## src/rtl/spi_pkg.sv

```systemverilog
// ============================================================================
// Module   : spi_pkg
// Brief    : Shared constants for the system-clocked SPI slave.
// Revision : 1.0 - initial release
// ============================================================================
`default_nettype none

package spi_pkg;

    localparam int CPOL_BIT   = 1;
    localparam int CPHA_BIT   = 0;
    localparam int FRAME_BITS = 8;
    localparam int CNT_W      = $clog2(FRAME_BITS);

    localparam logic [0:0] ST_IDLE   = 1'b0;
    localparam logic [0:0] ST_ACTIVE = 1'b1;

endpackage

`default_nettype wire

```

## src/rtl/spi_sync_edge.sv

```systemverilog
// ============================================================================
// Module   : spi_sync_edge
// Brief    : N-stage synchronizer with registered rise/fall pulses.
// Revision : 1.0 - initial release
// ============================================================================
`default_nettype none

module spi_sync_edge #(
    parameter int   STAGES    = 2,
    parameter logic RESET_VAL = 1'b0
) (
    input  logic i_clk,
    input  logic i_reset,
    input  logic i_d,
    output logic o_q,
    output logic o_rise,
    output logic o_fall
);

    logic [STAGES-1:0] r_sync;
    logic              r_prev;
    logic              r_rise;
    logic              r_fall;

    always_ff @(posedge i_clk or posedge i_reset) begin
        if (i_reset) begin
            r_sync <= {STAGES{RESET_VAL}};
            r_prev <= RESET_VAL;
            r_rise <= 1'b0;
            r_fall <= 1'b0;
        end else begin
            r_sync <= {r_sync[STAGES-2:0], i_d};
            r_prev <= r_sync[STAGES-1];
            r_rise <= r_sync[STAGES-1] & ~r_prev;
            r_fall <= ~r_sync[STAGES-1] & r_prev;
        end
    end

    assign o_q    = r_sync[STAGES-1];
    assign o_rise = r_rise;
    assign o_fall = r_fall;

endmodule

`default_nettype wire

```

## src/rtl/spi_slave_sync.sv

```systemverilog
// ============================================================================
// Module   : spi_slave_sync
// Brief    : SPI slave (modes 0-3, 8-bit MSB first) run on the system clock.
// Revision : 1.0 - initial release
// ============================================================================
`default_nettype none

module spi_slave_sync
    import spi_pkg::*;
#(
    parameter int                    SYNC_STAGES = 2,
    parameter logic [FRAME_BITS-1:0] DEFAULT_TX  = 8'hFF
) (
    input  logic                  i_clk,
    input  logic                  i_reset,
    input  logic [1:0]            i_mode,
    input  logic                  i_sclk,
    input  logic                  i_slave_select,
    input  logic                  i_MOSI,
    output logic                  o_MISO,
    output logic                  o_miso_oe,
    input  logic [FRAME_BITS-1:0] i_tx_data,
    input  logic                  i_tx_valid,
    output logic                  o_tx_ready,
    output logic [FRAME_BITS-1:0] o_rx_data,
    output logic                  o_rx_valid,
    output logic                  o_busy,
    output logic                  o_underrun
);

    logic w_sclk_q, w_sclk_rise, w_sclk_fall;
    logic w_sel_q, w_sel_rise, w_sel_fall;
    logic w_unused;

    spi_sync_edge #(.STAGES(SYNC_STAGES), .RESET_VAL(1'b0)) u_sclk_sync (
        .i_clk   (i_clk),
        .i_reset (i_reset),
        .i_d     (i_sclk),
        .o_q     (w_sclk_q),
        .o_rise  (w_sclk_rise),
        .o_fall  (w_sclk_fall)
    );

    spi_sync_edge #(.STAGES(SYNC_STAGES), .RESET_VAL(1'b0)) u_sel_sync (
        .i_clk   (i_clk),
        .i_reset (i_reset),
        .i_d     (i_slave_select),
        .o_q     (w_sel_q),
        .o_rise  (w_sel_rise),
        .o_fall  (w_sel_fall)
    );

    // Only SCLK edges matter; its level is intentionally left unused.
    assign w_unused = w_sclk_q;

    logic [SYNC_STAGES-1:0] r_mosi_sync;
    logic                   w_mosi;

    logic [0:0]             r_state;
    logic [0:0]             w_state_next;
    logic [1:0]             r_mode;
    logic [CNT_W-1:0]       r_bit_cnt;
    logic                   r_tx_full;
    logic [FRAME_BITS-1:0]  r_tx_buf;
    logic [FRAME_BITS-2:0]  r_tx_sr;
    logic                   r_miso;
    logic [FRAME_BITS-2:0]  r_rx_sr;
    logic [FRAME_BITS-1:0]  r_rx_data;
    logic                   r_rx_valid;
    logic                   r_underrun;

    logic                   w_active;
    logic                   w_lead, w_trail;
    logic                   w_sample, w_shift;
    logic                   w_tx_write;
    logic [FRAME_BITS-1:0]  w_load_byte;
    logic                   w_first_bit;
    logic                   w_last_bit;

    assign w_mosi      = r_mosi_sync[SYNC_STAGES-1];
    assign w_active    = (r_state == ST_ACTIVE);
    assign w_lead      = r_mode[CPOL_BIT] ? w_sclk_fall : w_sclk_rise;
    assign w_trail     = r_mode[CPOL_BIT] ? w_sclk_rise : w_sclk_fall;
    assign w_sample    = w_active & ~w_sel_fall & (r_mode[CPHA_BIT] ? w_trail : w_lead);
    assign w_shift     = w_active & ~w_sel_fall & (r_mode[CPHA_BIT] ? w_lead : w_trail);
    assign w_tx_write  = i_tx_valid & ~r_tx_full;
    assign w_load_byte = r_tx_full ? r_tx_buf : DEFAULT_TX;
    assign w_first_bit = (r_bit_cnt == '0);
    assign w_last_bit  = (r_bit_cnt == CNT_W'(FRAME_BITS - 1));

    always_ff @(posedge i_clk or posedge i_reset) begin
        if (i_reset) begin
            r_state <= ST_IDLE;
        end else begin
            r_state <= w_state_next;
        end
    end

    always_comb begin
        w_state_next = r_state;
        case (r_state)
            ST_IDLE:   if (w_sel_rise) w_state_next = ST_ACTIVE;
            ST_ACTIVE: if (w_sel_fall) w_state_next = ST_IDLE;
            default:   w_state_next = ST_IDLE;
        endcase
    end

    always_ff @(posedge i_clk or posedge i_reset) begin
        if (i_reset) begin
            r_mosi_sync <= '0;
            r_mode      <= 2'b00;
            r_bit_cnt   <= '0;
            r_tx_full   <= 1'b0;
            r_tx_buf    <= '0;
            r_tx_sr     <= '0;
            r_miso      <= 1'b0;
            r_rx_sr     <= '0;
            r_rx_data   <= '0;
            r_rx_valid  <= 1'b0;
            r_underrun  <= 1'b0;
        end else begin
            r_mosi_sync <= {r_mosi_sync[SYNC_STAGES-2:0], i_MOSI};
            r_rx_valid  <= 1'b0;
            r_underrun  <= 1'b0;

            if (w_tx_write) begin
                r_tx_full <= 1'b1;
                r_tx_buf  <= i_tx_data;
            end

            if (!w_active) begin
                if (w_sel_rise) begin
                    r_mode    <= i_mode;
                    r_bit_cnt <= '0;
                    // CPHA=0 needs the MSB on the wire before the first edge.
                    if (!i_mode[CPHA_BIT]) begin
                        r_miso  <= w_load_byte[FRAME_BITS-1];
                        r_tx_sr <= w_load_byte[FRAME_BITS-2:0];
                    end
                end
            end else if (w_sel_fall) begin
                r_bit_cnt <= '0;
                r_miso    <= 1'b0;
            end else if (w_sample) begin
                r_rx_sr   <= {r_rx_sr[FRAME_BITS-3:0], w_mosi};
                r_bit_cnt <= r_bit_cnt + CNT_W'(1);
                if (w_first_bit) begin
                    if (r_tx_full) begin
                        r_tx_full <= 1'b0;
                    end else begin
                        r_underrun <= 1'b1;
                    end
                end
                if (w_last_bit) begin
                    r_rx_data  <= {r_rx_sr, w_mosi};
                    r_rx_valid <= 1'b1;
                    r_bit_cnt  <= '0;
                end
            end else if (w_shift) begin
                if (w_first_bit) begin
                    r_miso  <= w_load_byte[FRAME_BITS-1];
                    r_tx_sr <= w_load_byte[FRAME_BITS-2:0];
                end else begin
                    r_miso  <= r_tx_sr[FRAME_BITS-2];
                    r_tx_sr <= {r_tx_sr[FRAME_BITS-3:0], 1'b0};
                end
            end
        end
    end

    assign o_MISO     = r_miso & w_active;
    assign o_miso_oe  = w_active;
    assign o_tx_ready = ~r_tx_full;
    assign o_rx_data  = r_rx_data;
    assign o_rx_valid = r_rx_valid;
    assign o_busy     = w_sel_q;
    assign o_underrun = r_underrun;

endmodule

`default_nettype wire

```

## config.mk

```make
export PLATFORM = sky130hd
export DESIGN_NAME = spi_slave_sync
export DESIGN_NICKNAME = d
export VERILOG_FILES = /design/src/rtl/spi_pkg.sv /design/src/rtl/spi_sync_edge.sv /design/src/rtl/spi_slave_sync.sv
export SDC_FILE = /design/constraint.sdc
export NUM_CORES = 1
export LEC_CHECK = 0
export ABC_AREA = 0
export BUFFER_PORTS_ARGS = -buffer_cell sky130_fd_sc_hd__buf_2
export CORE_ASPECT_RATIO = 1.75
export CORE_MARGIN = 4
export CORE_UTILIZATION = 40
export CTS_CLUSTER_SIZE = 24
export DETAILED_ROUTE_END_ITERATION = 10
export GPL_ROUTABILITY_DRIVEN = 0
export MAX_ROUTING_LAYER = met4
export PLACE_DENSITY = 0.56
export SYNTH_ARGS = -nofsm -noshare
export SYNTH_HDL_FRONTEND = slang
export SYNTH_HIERARCHICAL = 1
export SYNTH_SLANG_ARGS = --single-unit
```

## constraint.sdc

```tcl
create_clock -name i_clk -period 2.65 [get_ports i_clk]
set_input_delay 0.1325 -clock i_clk [delete_from_list [all_inputs] [get_ports i_clk]]
set_output_delay 0.1325 -clock i_clk [all_outputs]
set_load 0.05 [all_outputs]
```

# Word level (Yosys, flattened, before mapping)
# Index checks and enable logic that the tools add are counted.
[word_totals] word_cells=95 inputBits=16 out_inout_bits=14 reg_bits=52
[op_classes] addsub=1 n_bitwise=16 n_eq_ne=8 mux=42 reduce_logical=8
[op_table] operator="$mux W7" n=7
[op_table] operator="$mux W1" n=28
[op_table] operator="$mux W3" n=5
[op_table] operator="$and A1 B1 Y1" n=9
[op_table] operator="$mux W8" n=1
[op_table] operator="$reduce_and A4 Y1" n=2
[op_table] operator="$not A1 Y1" n=7
[op_table] operator="$ne A3 B1 Y1 const B" n=2
[op_table] operator="$reduce_and A5 Y1" n=1
[op_table] operator="$ne A2 B1 Y1 const B" n=2
[op_table] operator="$ne A2 B2 Y1 const B" n=2
[op_table] operator="$reduce_and A2 Y1" n=2
[op_table] operator="$add A3 B1 Y3 const B" n=1
[op_table] operator="$eq A3 B3 Y1 const B" n=1
[op_table] operator="$logic_not A3 Y1" n=1
[op_table] operator="$ne A3 B2 Y1 const B" n=1
[op_table] operator="$reduce_and A3 Y1" n=1
[op_table] operator="$pmux W1 S2" n=1
[op_table] operator="$reduce_bool A2 Y1" n=1

# Depth between registers and ports, before layout
# Gate-level depths: netlist (run 1).
[depth] ltp_word=8 mapped_depth=6 depth_no_buf=6

# By module
# The synthesis (run 1) kept the hierarchy.
[modules_own_cells] module="spi_slave_sync" cells_per_inst=134 area_per_inst_um2=1863.0 seq_area_each_um2=1051.0 n_inst=1
[modules_own_cells] module="spi_sync_edge" cells_per_inst=8 area_per_inst_um2=143.9 seq_area_each_um2=125.1 n_inst=2

# Worst setup path after synthesis (run 1)
# No wires, ideal clock.
[synth_timing] kind="register to register" start="register r_state, in the netlist o_miso_oe" end="register r_rx_sr[0]" path_slack_ns=0.604 period_less_slack_ns=2.046 stages_incl_launch_ff=6 path_buffers=2 arrival_time_ns=1.921 setup_ns=0.125 required_time_ns=2.525 path_cell_list="dfrtp_1 > buf_2 > nand3b_1 > mux2i_1 > buf_2 > mux2_2"
[synth_between] elab_chain_cells=3
[synth_lines] element="start, declared" line_no="spi_slave_sync.sv:59" rtl="logic [0:0] r_state;"
[synth_lines] element="start signal, assigned" line_no="spi_slave_sync.sv:95" rtl="r_state <= w_state_next;"
[synth_lines] element="$and A1 B1 Y1 (2 in a row)" line_no="spi_slave_sync.sv:84" rtl="assign w_sample = w_active & ~w_sel_fall & (r_mode[CPHA_BIT] ? w_trail : w_lead);"
[synth_lines] element="$reduce_and A3 Y1 (no line) *"
[synth_lines] element="end signal, assigned" line_no="spi_slave_sync.sv:145" rtl="r_rx_sr <= {r_rx_sr[FRAME_BITS-3:0], w_mosi};"
[synth_lines] element="end, declared" line_no="spi_slave_sync.sv:67" rtl="logic [FRAME_BITS-2:0] r_rx_sr;"
# Mark *: on every way between the ends. The rest lies on a longest branch, timed or not.
# A chain may end at the register's enable or synchronous reset.

# Final worst setup path (run 1)
[layout_timing] start="register r_mode[1]" end="register r_rx_data[0], in the netlist o_rx_data[0]"
[layout_between] elab_chain_cells=4 elab_cells_between_ends=5 classes_between="mux: 3; bitwise: 1; reduce/logical: 1"
[layout_lines] element="start, declared" line_no="spi_slave_sync.sv:61" rtl="logic [1:0] r_mode;"
[layout_lines] element="start signal, assigned" line_no="spi_slave_sync.sv:133" rtl="r_mode <= i_mode;"
[layout_lines] element="$mux W1 (on tied branches)" line_no="spi_slave_sync.sv:82, spi_slave_sync.sv:83"
[layout_lines] element="$mux W1 *" line_no="spi_slave_sync.sv:84"
[layout_lines] element="$and A1 B1 Y1 *" line_no="spi_slave_sync.sv:84"
[layout_lines] element="$reduce_and A4 Y1 (no line) *"
[layout_lines] element="end signal, assigned" line_no="spi_slave_sync.sv:155" rtl="r_rx_data <= {r_rx_sr, w_mosi};"
[layout_lines] element="end, declared" line_no="spi_slave_sync.sv:68" rtl="logic [FRAME_BITS-1:0] r_rx_data;"
# Marked as above.

==> reports/results.ini, run 1 <==
[clock_tree]
cts_max_level = 2
cts_resized = 0
clk_pin_slew_ns = 0.10
clock_path_buffers = 2
worstSkewPairLatency_ns = 0.31
clock-sinks = 52
clock-root-buffer = clkbuf_8
cts_tree = built
cts_buffers = 5

[setup_path]
cp.required_ns = 2.85
critPathSlowestCell = dfrtp_1
crit_fanout = 13
path_cells = xnor2_2, mux2i_1, buf_4, nand2_1, mux2_2
critPathKind = register to register
cp_slowest_stage_delay_ns = 0.41
arrival_ns = 2.30
crit_path_end_kind = register
start_kind = register

[place]
place_area_sq_mm = 0.00237
dp_worst_setup_slack_ns = 0.524
portBuffers = 29
dpl.hpwl_um = 2800

[synth]
synthTopCellsByArea = dfrtp_1, mux2_2, mux2i_1
syn_nets = 169
synth_top_family_by_area = multiplexers
ys_seq_area_share_pct = 60.5
yosysTopAreaCell = dfrtp_1
synth_simple_gate_area_share_pct = 7.85
synth_compound_area_share_pct = 4.65
synth_xor_area_share_pct = 0.756
synthAdderAreaFrac_pct = 1.75
syn-cell-area_sq_mm = 0.00215
syn_avg_cell_area_sq_um = 14.3
ys_types = 27
synth-async-reset-ratio_pct = 100
synth_warnings = 6
synth_top_area_share_pct = 60.5
synth_cells = 150
synth.top_cells.by_count = dfrtp_1, mux2_2, inv_1
synth_ff_type = dfrtp_1
synthMostInstantiatedCell = dfrtp_1
ys_seq_elements = 52
synth_edf_count = 0
synth.area.mux_share_pct = 21.9

[floorplanning]
die_y_um = 105
rows = 35
die_x_um = 63.4
die_area_sq_mm = 0.00666
initial_utilization_pct = 40.9
ios = 30
core_area_sq_mm = 0.00526

[route]
drt-initial-drc-count = 13
drc_errors = 0
ant_nets = 0
wirelength_um = 3720
dr.pass1.iters = 4
vias_per_cell = 5.06
dr_total_vias = 1239
wl_per_cell_um = 15.2

[timing]
finalCritPeriodShare_pct = 79.5
finClkSkew_ns = 0.00924
maxSlewViolCount = 0
rsz0062_at_grt = false
final.setup.tns_ns = 0
finalSetupViolCount = 0
fmax_mhz = 474
finalCriticalPeriod_ns = 2.11
slew_headroom_pct = 45.3
hold_viol_final = 0
worstMarginPinSlew_ns = 0.819
whs_ns = 0.0524
layout_setup_ws_ns = 0.542

[final_layout]
design_area_sq_mm = 0.00252
fillers = 482
synthToLayoutAreaGrowth_pct = 17.0
nNetsFinal = 208
drive_above_1_share_pct = 41.1
diodes = 0

[outcome]
status = finished clean

[global_route]
antenna_found_initial = 0
grt_max_degree = 25
grt_overflow = 0
grt_usage_pct = 12.6
first_global_vias = 1343
grt_first_pass_wirelength_um = 6290

[min_path]
hold_class = input port to register

[power_and_ir_drop]
leakage_uw = 0.00126
max-vdd-ir-drop_mv = 0.432
power_density_mw_per_mm2 = 926
p_total_uw = 2330

[run]
cap_violations = 0

==> layer usage <==
metal / global-route usage (%) / wire length, um / up-vias
li1: - / - / 589
met4: 6.03 / 81 / 0
met1: 13.3 / 1440 / 623
met3: 2.80 / 118 / 7
met2: 21.8 / 2080 / 20
met5: - / 0 / -
==> repair_timing <==
action                                  CTS  global route
hold buffers                              4             0
endpoints found under the setup margin    0             0
setup buffers                             0             0
hold endpoints to repair                 31             0
==> cell families (layout without fill, tap and decap cells) <==
family          count (synthesis)  after routing
mux                            43             43
simple gates                   26             26
xor+xnor                        1              1
fa+ha+maj                       3              3
compound gates                 11             11
flops                          52             52
buf+inv                        14             54
==> cells in the final DEF, fill, tap and decap left out, types with 2 or more instances in the layout <==
master,n
a22o_1,2
and2b_2,2
buf_2,29
buf_4,2
clkbuf_8,5
dfrtp_1,52
dlygate4sd3_1,4
ha_1,3
inv_1,11
mux2_2,33
mux2i_1,10
nand2_1,2
nand2b_1,6
nand3b_1,4
nor2_1,2
nor2b_1,6
o21ai_0,2
==> final cells by class <==
type	count	area, sq um	area share, %
tap	55	68.8	2.73
clock buffer	5	68.8	2.73
multi-input combinational	84	795	31.6
timing repair buffer	35	200	7.95
clock inverter	3	42.5	1.69
sequential	52	1300	51.7
inverter	11	41.3	1.64
==> worst paths after layout <==
| kind | cells past startpoint | start | end | slack [ns] |
|---|---|---|---|---|
| min reg2reg | 0 | u_sclk_sync/r_sync[0] | u_sclk_sync/r_sync[1] | 0.36 |
| min | 2 | i_tx_data[2] | r_tx_buf[2] | 0.05 |
| min in group asynchronous | 3 | i_reset | u_sel_sync/r_prev | 0.27 |
| max | 5 | r_mode[1] | o_rx_data[0] | 0.54 |
| max in group asynchronous | 4 | i_reset | o_miso_oe | 1.36 |
| max reg2reg | 5 | r_mode[1] | o_rx_data[0] | 0.54 |
==> sequential cells by signal (all words and copies together) (netlist names), 2 cells and up <==
name and flops:
u_sclk_sync/r_sync 2, r_tx_buf 8, r_tx_sr 7, r_bit_cnt 3, r_rx_sr 7, r_mosi_sync 2
u_sel_sync/r_sync 2, o_rx_data 8, r_mode 2
==> stage by stage <==
step                      util (%)  instances
after floorplan                  -        150
after global placement        45.0        233
after detailed placement      45.0        233
after CTS                     47.9        245
after global routing          47.9        245
final                         47.9        245
==> power by group <==
| group | internal [uW] | switching, uW | leakage [uW] | total, uW |
|---|---|---|---|---|
| combinational | 346 | 304 | 0.000565 | 650 |
| clock | 280 | 258 | 0.0000541 | 538 |
| sequential | 1000 | 142 | 0.000645 | 1140 |
| total | 1630 | 704 | 0.00126 | 2330 |
==> worst max-delay path: cells and delay by family (launching register included) <==
| family | cells | cell delay [ns] |
|---|---|---|
| mux | 2 | 0.72 |
| flops | 1 | 0.41 |
| xor+xnor | 1 | 0.34 |
| buf+inv | 1 | 0.26 |
| simple gates | 1 | 0.26 |
No activity file was read; power rests on OpenSTA's default activity.
==> run 2: changes to the inputs <==
PLACE_DENSITY = 0.58   (was 0.56)
clock period = 1.7 ns   (was 2.65 ns; I/O delays follow)
==> run 2 against run 1 <==
Net effect:
- the flow now finishes with violations (setup timing)
- global-route usage is 1.1 points higher
- clock-buffer cell count is 1 higher
- maximum frequency is 14% higher
- power is 69% higher
- non-clock buffer count is 22 higher
- critical path type unchanged
- largest cell class unchanged
==> reports/results.ini, run 2 (same netlist as run 1, synthesis figures left out) <==
[final_layout]
design_area_sq_mm = 0.00278  ; +10%
synthToLayoutAreaGrowth_pct = 29.1
final_common_cell = dfrtp_1
drive_above_1_share_pct = 48.1  ; +7.1 points
final_cell_mix = dfrtp_1, buf_2, mux2_2
stdcell_count = 267  ; +9.0%
nNetsFinal = 230  ; +11%
diodes = 0  ; unchanged

[timing]
final.setup.tns_ns = -0.794  ; -0.794 ns
finalCritPeriodShare_pct = 109  ; +30 points
finalSetupViolCount = 7  ; +7
layout_setup_ws_ns = -0.154  ; -0.696 ns
rsz0062_at_grt = true
finalCriticalPeriod_ns = 1.85  ; -0.254 ns
slew_headroom_pct = 64.8  ; +19 points
worstMarginPinSlew_ns = 0.528  ; -0.290 ns
whs_ns = 0.00621  ; -0.0462 ns
finClkSkew_ns = 0.0117  ; +0.00247 ns
hold_viol_final = 0  ; unchanged
maxSlewViolCount = 0  ; unchanged
fmax_mhz = 539  ; +14%

[clock_tree]
clk_pin_slew_ns = 0.10  ; about the same
cts_tree = built
worstSkewPairLatency_ns = 0.31  ; about the same
clock_path_buffers = 2  ; unchanged
clock-root-buffer = clkbuf_8
cts_buffers = 5  ; unchanged
clock-sinks = 52  ; unchanged
cts_max_level = 2  ; unchanged

[floorplanning]
rows = 35  ; unchanged
die_x_um = 63.4  ; unchanged
core_area_sq_mm = 0.00526  ; unchanged
die_area_sq_mm = 0.00666  ; unchanged
die_y_um = 105  ; unchanged
initial_utilization_pct = 40.9  ; unchanged
ios = 30  ; unchanged

[route]
ant_nets = 0  ; unchanged
wl_per_cell_um = 15.3  ; +0.88%
drc_errors = 0  ; unchanged
dr_total_vias = 1338  ; +8.0%
vias_per_cell = 5.01  ; -0.91%
drt-initial-drc-count = 28  ; +15
dr.pass1.iters = 4  ; unchanged
wirelength_um = 4090  ; +9.9%

[place]
dpl.hpwl_um = 3000  ; +7.1%
portBuffers = 29  ; unchanged
place_area_sq_mm = 0.00246  ; +3.9%
place_inst = 245  ; +5.2%

[min_path]
holdPathStages = 2  ; unchanged
hold_class = input port to register

[setup_path]
critPathSlowestCell = dfrtp_1
reg2regPathDepth = 6  ; +1
critPathKind = register to register
cp_slowest_stage_delay_ns = 0.41  ; about the same
cp.required_ns = 1.89  ; -0.96 ns
path_cells = xnor2_2, buf_4, nand3b_1, a311oi_4, buf_6, mux2_2
crit_fanout = 7  ; -6
crit_path_end_kind = register
start_kind = register
arrival_ns = 2.05  ; -0.25 ns

[global_route]
grt_first_pass_wirelength_um = 6960  ; +11%
grt_usage_pct = 13.6  ; +1.1 points
first_global_vias = 1482  ; +10%
grt_max_degree = 43  ; +72%
antenna_found_initial = 0  ; unchanged
grt_overflow = 0  ; unchanged

[outcome]
violations = setup timing
status = finished with violations

[power_and_ir_drop]
leakage_uw = 0.00142  ; +12%
power_density_mw_per_mm2 = 1420  ; +53%
max-vdd-ir-drop_mv = 0.643  ; +49%

[run]
cap_violations = 0  ; unchanged

run 2: cell count changes in the layout (fill, tap and decap cells not counted), sizes merged:
cell and delta:
clkbuf +2, dlygate4sd3 +3, clkinvlp -1, inv +1, buf +18, clkinv -1
run 2: path summary, 6_finish.rpt:
kind	startpoint	to	slack (ns)
hold / removal	i_tx_data[6]	r_tx_buf[6]	0.006
max in group asynchronous	i_reset	o_miso_oe	0.86
hold reg to reg	r_mosi_sync[0]	r_mosi_sync[1]	0.36
setup / recovery	r_mode[1]	r_tx_sr[3]	-0.15
min in group asynchronous	i_reset	u_sel_sync/r_sync[1]	0.22
setup reg to reg	r_mode[1]	r_tx_sr[3]	-0.15
run 2: repair_timing:
item	4_1_cts	5_1_grt
hold endpoints to repair	57	1
hold buffers	6	1
pin swaps	2	1
setup endpoints to repair	26	26
gates resized for setup	6	12
buffers inserted	2	4
cloned	0	1
run 2: cell type report:
cell class / count / area (sq um)
Inverter: 11 / 41.3
Clock inverter: 2 / 38.8
Tap cell: 55 / 68.8
Fill cell: 463 / 2480
Multi-Input combinational cell: 84 / 848
Sequential cell: 52 / 1300
Timing Repair Buffer: 57 / 405
Clock buffer: 6 / 72.6
run 2: report_power, final:
part | internal, uW | total (uW) | leakage [uW] | switching [uW]
Sequential | 1560 | 1790 | 0.000644 | 226
Combinational | 763 | 1310 | 0.000718 | 546
Clock | 445 | 845 | 0.0000558 | 400
run 2: metal layers:
layer / GRT usage, % / part of all wire [%]
met5: - / 0
met4: 5.10 / 1.6
met3: 2.69 / 3.4
met2: 25.2 / 59
met1: 13.8 / 36
run 2: per-stage QoR:
stage / utilization, % / total power (uW) / setup slack (ns)
5_1_grt: 52.9 / 4200 / -0.215
6_report: 52.9 / 3940 / -0.154
3_5_place_dp: 46.8 / 2960 / -0.228
3_3_place_gp: 46.8 / 2890 / -0.153
4_1_cts: 50.7 / 3880 / -0.167
2_1_floorplan: - / 2590 / -0.198
run 2: worst max-delay path: cells and delay by family (launching register included):
kind	cells	cell delay, ns
flip-flops	1	0.41
buffers and inverters	2	0.33
multiplexers	1	0.33
AO/OA/AOI/OAI	1	0.31
XOR/XNOR	1	0.24
AND/OR/NAND/NOR	1	0.12
==> run 3: changes to the inputs <==
CELL_PAD_IN_SITES_DETAIL_PLACEMENT = 2   (was unset)
CELL_PAD_IN_SITES_GLOBAL_PLACEMENT = 2   (was unset)
CORE_UTILIZATION = 35   (was 40)
PLACE_DENSITY = 0.7   (was 0.58)
==> run 3 against run 2 <==
Net effect:
- the run still ends with setup timing left
- first-iteration DRC count grew 32%
- clock-buffer cell count is 1 lower
- worst hold slack got worse by 0.0015 ns
- via count grew 1.1%
- power down 0.57%
- global-route usage grew 0.89 points
- critical endpoint is now r_tx_sr[2]
- highest routed layer unchanged
==> reports/results.ini, run 3 (same netlist as run 1, synthesis figures left out) <==
[outcome]
status = finished with violations
violations = setup timing

[floorplanning]
rows = 37  ; +5.7%
die_area_sq_mm = 0.00751  ; +13%
ios = 30  ; unchanged
core_area_sq_mm = 0.00593  ; +13%
die_x_um = 67.3  ; +6.0%
die_y_um = 112  ; +6.4%
initial_utilization_pct = 36.3  ; -4.6 points

[setup_path]
start_kind = register
crit_fanout = 6  ; -1
crit_path_end_kind = register
cp.required_ns = 1.90  ; about the same
critPathKind = register to register
arrival_ns = 2.01  ; -0.04 ns

[route]
drt-initial-drc-count = 37  ; +32%
dr_total_vias = 1353  ; +1.1%
wirelength_um = 4940  ; +21%
vias_per_cell = 4.76  ; -4.9%
wl_per_cell_um = 17.4  ; +13%
dr.pass1.iters = 2  ; -2
drc_errors = 0  ; unchanged
ant_nets = 0  ; unchanged

[power_and_ir_drop]
p_sw_share_pct = 31.1  ; +1.4 points
power_frac_clock_pct = 21.8  ; +0.4 points
p_switching_uw = 1220  ; +4.0%
leakage_uw = 0.00137  ; -3.6%
power_density_mw_per_mm2 = 1450  ; +2.0%
max-vdd-ir-drop_mv = 0.747  ; +16%
internal-power_uw = 2700  ; -2.5%
p_comb_share_pct = 32.7  ; -0.5 points
seq_power_share_pct = 45.6  ; +0.2 points

[final_layout]
final_cell_mix = dfrtp_1, mux2_2, buf_2
drive_above_1_share_pct = 46.6  ; -1.5 points
stdcell_count = 284  ; +6.4%
fillers = 639  ; +38%
nNetsFinal = 224  ; -2.6%
synthToLayoutAreaGrowth_pct = 25.9
final_common_cell = dfrtp_1
diodes = 0  ; unchanged

[clock_tree]
clock-sinks = 52  ; unchanged
cts_buffers = 5  ; unchanged
worstSkewPairLatency_ns = 0.31  ; about the same
clock-root-buffer = clkbuf_8
cts_tree = built
cts_max_level = 2  ; unchanged
clock_path_buffers = 2  ; unchanged
clk_pin_slew_ns = 0.09  ; about the same

[global_route]
first_global_vias = 1641  ; +11%
antenna_found_initial = 0  ; unchanged
grt_first_pass_wirelength_um = 7990  ; +15%
grt_max_degree = 25  ; -42%
grt_overflow = 0  ; unchanged
grt_usage_pct = 14.5  ; +0.89 points

[min_path]
hold_class = input port to register

[timing]
finalCriticalPeriod_ns = 1.81  ; -0.0419 ns
finalSetupViolCount = 10  ; +3
finClkSkew_ns = 0.00850  ; -0.00321 ns
worstMarginPinSlew_ns = 0.395  ; -0.133 ns
maxSlewViolCount = 0  ; unchanged
rsz0062_at_grt = true
hold_viol_final = 0  ; unchanged
slew_headroom_pct = 73.7  ; +8.9 points
whs_ns = 0.00467  ; -0.00154 ns
finalCritPeriodShare_pct = 107  ; -2.5 points
layout_setup_ws_ns = -0.112  ; +0.0419 ns
fmax_mhz = 552  ; +2.3%

[place]
dp_worst_setup_slack_ns = -0.217  ; +0.0112 ns
dpl.hpwl_um = 3650  ; +22%
place_inst = 268  ; +9.4%
portBuffers = 29  ; unchanged

[run]
cap_violations = 0  ; unchanged

## run 3: changes by cell type in the layout (fill, tap and decap cells not counted), moves of 2 or more
cell,previous run,this run
buf_4,17,14
clkinv_4,0,2
dlygate4sd3_1,7,5
mux2_2,25,29
mux2_4,8,4
## run 3: timing repair
| item | 4_1_cts | 5_1_grt |
|---|---|---|
| setup buffers | 1 | 2 |
| hold buffers | 4 | 1 |
| setup endpoints to repair | 20 | 25 |
| hold endpoints to repair | 55 | 1 |
| pin swaps | 1 | 3 |
| gates resized for setup | 5 | 4 |
## run 3: layout make-up
cell class                 instances  area, sq um  area share, %
sequential                        52         1300           48.1
multi-input combinational         84          817           30.2
tap                               78         97.6           3.60
inverter                          11         41.3           1.52
clock buffer                       5         68.8           2.54
timing repair buffer              51          334           12.3
clock inverter                     3         47.5           1.76
## run 3: stage by stage
step	utilization, %	cell area (sq um)	TNS, ns	total power (uW)
finish	45.7	2710	-0.712	3920
global route	45.7	2710	-2.53	4170
CTS	45.0	2670	-1.24	3910
detailed placement	42.0	2490	-1.42	2990
global placement	42.0	2490	-0.743	2880
floorplan	-	2150	-3.75	2590
## run 3: critical path, cell delays in order, from the launching register on
cell,delay [ns]
dfrtp_1,0.42
xnor2_2,0.24
buf_4,0.15
nand3b_1,0.12
a311oi_4,0.29
buf_6,0.18
mux2_4,0.30
## run 3: worst paths after layout
check                          startpoint                    to  slack, ns  cells past startpoint
max                             r_mode[0]            r_tx_sr[2]      -0.11                      6
min                          i_tx_data[5]           r_tx_buf[5]      0.005                      2
max reg2reg                     r_mode[0]            r_tx_sr[2]      -0.11                      6
min reg2reg                r_mosi_sync[0]        r_mosi_sync[1]       0.37                      0
max in group asynchronous         i_reset             o_miso_oe       1.00                      4
min in group asynchronous         i_reset  u_sel_sync/r_sync[1]       0.23                      3
## run 3: layer usage
metal  global-route usage (%)  part of all wire [%]  vias to the layer above
met5                        -                     0                        -
met1                     12.9                    31                      705
met2                     28.7                    63                       24
met3                     2.83                   3.0                        9
met4                     4.47                   3.0                        0
li1                         -                     -                      615
## run 3: power by group through the flow
stage	Combinational [uW]	Clock [uW]	Sequential (uW)
6_report	1280	854	1790
2_1_floorplan	835	0	1750
5_1_grt	1390	940	1840
3_3_place_gp	1100	0	1780
4_1_cts	1230	883	1790
3_5_place_dp	1180	0	1820
